--- config.mk ---
export PLATFORM = sky130hd
export DESIGN_NAME = instruction_decode_fsm
export DESIGN_NICKNAME = d
export VERILOG_FILES = /design/src/rtl/instruction_decode_fsm.sv
export SDC_FILE = /design/constraint.sdc
export NUM_CORES = 1
export LEC_CHECK = 0
export CAP_MARGIN = 25
export CORE_AREA = 5 5 223 225
export DETAILED_ROUTE_END_ITERATION = 6
export DIE_AREA = 0 0 228 230
export SLEW_MARGIN = 20
export SYNTH_ARGS = -nofsm -noshare
export SYNTH_HDL_FRONTEND = slang
export SYNTH_SLANG_ARGS = --single-unit
--- constraint.sdc ---
create_clock -name Clock -period 9.4 [get_ports Clock]
set_input_delay 1.88 -clock Clock [delete_from_list [all_inputs] [get_ports Clock]]
set_output_delay 1.88 -clock Clock [all_outputs]
set_load 0.05 [all_outputs]
--- src/rtl/instruction_decode_fsm.sv ---
// instruction_decode_fsm: issue front end. Fetches a ROM word at IP, splits
// it into {op, dest, src1, src0}, reads both source rows from data RAM and
// offers the decoded instruction to the execution FSM under a
// decode-done / latched handshake. Owns IP and resolves branches.
// Optional build macro: DECODE_HAZARD_INTERLOCK_EN enables the READ-stage
// stall while the execution unit's pending write-back targets a source row.
module instruction_decode_fsm #(
  parameter int              OP_W      = 16,
  parameter int              DADDR_W   = 16,
  parameter int              RADDR_W   = 16,
  parameter int              ROW_W     = 96,
  parameter logic [OP_W-1:0] RETURN_OP = 16'h0001
) (
  input  logic                        Clock,
  input  logic                        Reset,
  input  logic                        iEnable,
  input  logic [RADDR_W-1:0]          iInitialIP,
  output logic [RADDR_W-1:0]          oInstructionReadAddress,
  input  logic [OP_W+3*DADDR_W-1:0]   iInstruction,
  output logic [DADDR_W-1:0]          oRAMReadAddress0,
  output logic [DADDR_W-1:0]          oRAMReadAddress1,
  input  logic [ROW_W-1:0]            iRAMData0,
  input  logic [ROW_W-1:0]            iRAMData1,
  output logic                        oDecodeDone,
  output logic [OP_W-1:0]             oOperation,
  output logic [DADDR_W-1:0]          oDestination,
  output logic [ROW_W-1:0]            oSource0,
  output logic [ROW_W-1:0]            oSource1,
  input  logic                        iExeLatchedValues,
  input  logic                        iExeBusy,
  input  logic                        iJumpFlag,
  input  logic [RADDR_W-1:0]          iJumpIp,
  input  logic [DADDR_W-1:0]          iLastDestination,
  output logic                        oProgramDone,
  output logic                        oBusy
);

  localparam int                 INS_W  = OP_W + 3*DADDR_W;
  localparam logic [RADDR_W-1:0] IP_ONE = 1;

  typedef enum logic [2:0] {
    S_IDLE, S_FETCH, S_DECODE, S_READ, S_CAPTURE, S_ISSUE, S_WAIT_BRANCH, S_DRAIN
  } state_t;

  state_t             state, state_nxt;
  logic [RADDR_W-1:0] ip, ip_nxt;
  logic [DADDR_W-1:0] src0, src1;
  logic               hazard;

  assign oInstructionReadAddress = ip;
  assign oRAMReadAddress0        = src0;
  assign oRAMReadAddress1        = src1;

`ifdef DECODE_HAZARD_INTERLOCK_EN
  // Hold READ while the in-flight write-back lands on one of our source rows.
  assign hazard = iExeBusy && ((src0 == iLastDestination) || (src1 == iLastDestination));
`else
  // No interlock: software separates dependent instructions with NOPs.
  logic unused_last_dest;
  assign unused_last_dest = ^iLastDestination;
  assign hazard           = 1'b0;
`endif

  // State and instruction pointer registers.
  always_ff @(posedge Clock or posedge Reset) begin
    if (Reset) begin
      state <= S_IDLE;
      ip    <= '0;
    end else begin
      state <= state_nxt;
      ip    <= ip_nxt;
    end
  end

  // Next-state, IP update and status outputs.
  always_comb begin
    state_nxt    = state;
    ip_nxt       = ip;
    oDecodeDone  = 1'b0;
    oProgramDone = 1'b0;
    oBusy        = (state != S_IDLE);
    case (state)
      S_IDLE: begin
        if (iEnable) begin
          ip_nxt    = iInitialIP;
          state_nxt = S_FETCH;
        end
      end
      S_FETCH:   state_nxt = S_DECODE;
      S_DECODE:  state_nxt = S_READ;
      S_READ:    if (!hazard) state_nxt = S_CAPTURE;
      S_CAPTURE: state_nxt = S_ISSUE;
      S_ISSUE: begin
        oDecodeDone = 1'b1;
        if (iExeLatchedValues) begin
          if (oOperation == RETURN_OP) begin
            state_nxt = S_DRAIN;
          end else if (oOperation[OP_W-1]) begin
            state_nxt = S_WAIT_BRANCH;
          end else begin
            ip_nxt    = ip + IP_ONE;
            state_nxt = S_FETCH;
          end
        end
      end
      S_WAIT_BRANCH: begin
        // A taken jump wins over the fall-through in the same cycle.
        if (iJumpFlag) begin
          ip_nxt    = iJumpIp;
          state_nxt = S_FETCH;
        end else if (!iExeBusy) begin
          ip_nxt    = ip + IP_ONE;
          state_nxt = S_FETCH;
        end
      end
      S_DRAIN: begin
        if (!iExeBusy) begin
          oProgramDone = 1'b1;
          state_nxt    = S_IDLE;
        end
      end
      default: state_nxt = S_IDLE;
    endcase
  end

  // Decoded fields and source rows; held untouched through ISSUE.
  always_ff @(posedge Clock or posedge Reset) begin
    if (Reset) begin
      oOperation   <= '0;
      oDestination <= '0;
      src0         <= '0;
      src1         <= '0;
      oSource0     <= '0;
      oSource1     <= '0;
    end else begin
      if (state == S_DECODE) begin
        oOperation   <= iInstruction[INS_W-1 -: OP_W];
        oDestination <= iInstruction[3*DADDR_W-1 -: DADDR_W];
        src1         <= iInstruction[2*DADDR_W-1 -: DADDR_W];
        src0         <= iInstruction[DADDR_W-1:0];
      end
      if (state == S_CAPTURE) begin
        oSource0 <= iRAMData0;
        oSource1 <= iRAMData1;
      end
    end
  end

endmodule

==> metrics.txt <==
status completed; Root Buffer clkbuf_16; clk slew on worst S/H paths 0.06 ns; vias in the first global route 9102; largest cells by area after synthesis dfrtp_1 61%, mux2_1 23%, mux2_2 2.5%; top_reg_cell synth dfrtp_1; crit-path cells clkdlybuf4s50_1 -> and4b_1 -> clkdlybuf4s50_1; post-CTS sizing 0; Max-slew headroom 0.339; die area 52400 um2; post-synthesis sequential area ratio 0.615; CP dominant cell by count clkdlybuf4s50_1; final wirelength 37000 um; Final #Nets 1651; hold_buf cts 0; Max Transition Viols Final 0; Die X 228 um; kind of end point of the critical path primary output; Pre-antenna DRT Iters 5; Post-synth EDFFs 0; worst setup path category in -> out; clk buf depth 3; Core Area 47300 um2; TNS Setup 0 ns; Buf/Inv on CP 2; P&R area growth vs syn 66.0%; syn avg cell area 14.5 um2; most common cell after layout, fill and taps aside clkdlybuf4s50_1; Initial Util 0.236; cell accounting for the most synthesized area dfrtp_1; port bufs 568; LEAKAGE 7.49 nW; Post CTS Setup Buffer Count 0; Worst EP arrival 3.46 ns; Largest stage delay, worst path 0.88 ns; GP Congestion 0.806; Max FO, Critical Path 3; Num Clock Sinks 275; final setup violation count 0; FMAX 0.187 GHz; I/O pins 585; worst slack, placed 4.08 ns; area share of the largest cell type after synthesis 0.615; Num CTS Buffers 34; Ys Warns 0; RSZ-0062 raised after global routing no; worst slew pin tran 0.992 ns; area of placed instances 17400 um2; cell count after synthesis 772; violation count after the first detailed-route iteration 275; WL/cell 18.7 um; die height 230 um; clk_lat worst skew 0.52 ns; most frequent cells in the layout 568 x clkdlybuf4s50_1, 275 x dfrtp_1, 231 x mux2_1; Final ANT Viol Nets 0; PnR worst setup slack 4.06 ns; DR vias 8438; Mapped Nets 1083; Critical Path Start Type primary input; cell area after layout 18600 um2; Final Skew 0.0180 ns; crit-path leading delay family buffers and inverters; clock tree from TritonCTS built; flop-to-flop setup slack 6.31 ns; Tcrit/Tclk final 0.568; mapped cell area 11200 um2; initial antenna violation count 1; slowest stage cell on the critical path clkdlybuf4s50_1; share of layout cells above drive strength 1 0.0682; Final Power 8.18 mW; grt total ovfl 0; gr usage total 0.136; ys async rst share 1.00; Worst EP required 7.52 ns; Rows 80; Residual DRC 0; placed wire-length estimate 28200 um; final hold vios 0; pin count of the biggest net entering global routing 129; Final Critical Period 5.34 ns; global-route wire length before repair 56200 um; worst vdd ir 236 uV; register bit total from synthesis 275; via-per-instance ratio 4.26; Power Dens Cells 440 nW/um2; Hold WC Path Type reg -> reg; Cell variety after synth 47; Max-Cap Viols 0; H-tree levels 2
-- cell families (layout without fill, tap and decap cells) --
family | count (synthesis) | in the layout | synth area share
DFF | 275 | 275 | 0.615
muxes | 256 | 256 | 0.258
and+or+nand+nor | 98 | 98 | 0.0475
AOI/OAI and AO/OA | 90 | 90 | 0.0479
buffers and inverters | 52 | 644 | 0.0311
adders and majority gates | 1 | 1 | 0.00112
other | 0 | 2 | 0
-- state kept, by name, indices dropped and copies added, names as in the netlist --
name                     flops
state                        3
oRAMReadAddress1            16
oRAMReadAddress0            16
oSource0                    96
oSource1                    96
oDestination                16
oInstructionReadAddress     16
oOperation                  16
-- area by class of cell --
type                       instances  area, um2
fill                            4578      28800
sequential                       275       6880
timing repair buffer             578       5780
multi-input combinational        445       3970
clock buffer                      50        972
tap                              615        769
clock inverter                    10        179
inverter                           6       26.3
antenna                            2       5.00
-- per-layer routing --
metal / vias up / global-route usage / part of all wire
met5: - / 0 / 0
met4: 0 / 0.0418 / 0.023
met3: 50 / 0.0717 / 0.12
met2: 385 / 0.232 / 0.49
met1: 4099 / 0.145 / 0.37
li1: 3904 / - / -
-- cell usage after synthesis, types with 2 or more instances --
cell	number
nand2_1	18
nand4_1	4
nor3b_2	2
nor2b_1	10
nor4b_1	3
or3_1	2
mux2_1	231
nor3_1	8
inv_1	5
a221oi_1	2
dfrtp_1	275
o21ai_1	28
nand2b_1	8
buf_6	6
a21oi_1	22
buf_2	11
buf_4	25
nor2_1	19
a211oi_1	5
nand3_1	12
a31oi_1	13
and2_1	2
o21ai_0	8
clkbuf_1	4
mux2_2	25
a41oi_1	2
nor4_1	2
-- report_power, final --
group | internal (mW) | total, mW | switching [mW] | leakage [nW]
logic | 1.63 | 4.66 | 3.03 | 3.65
registers | 1.80 | 2.16 | 0.365 | 3.28
clock network | 0.854 | 1.36 | 0.504 | 0.564
-- final timing paths --
check                            start             endpoint  cells after the start
max                           iExeBusy         oProgramDone                      3
min                        oSource1[1]          oSource1[1]                      1
max reg2reg                   state[0]         oSource1[57]                      4
min reg2reg                oSource1[1]          oSource1[1]                      1
max in group asynchronous        Reset         oSource0[11]                      4
min in group asynchronous        Reset  oRAMReadAddress1[9]                      2
-- stage by stage --
stage          hold slack [ns]  std cells  utilization
6_report                 0.480       1981        0.392
5_1_grt                  0.491       1979        0.392
4_1_cts                  0.486       1979        0.392
3_5_place_dp             0.474       1919        0.368
3_3_place_gp             0.466       1919        0.368
2_1_floorplan            0.652        772            -
Note: power is estimated with default switching activity, not from simulation.
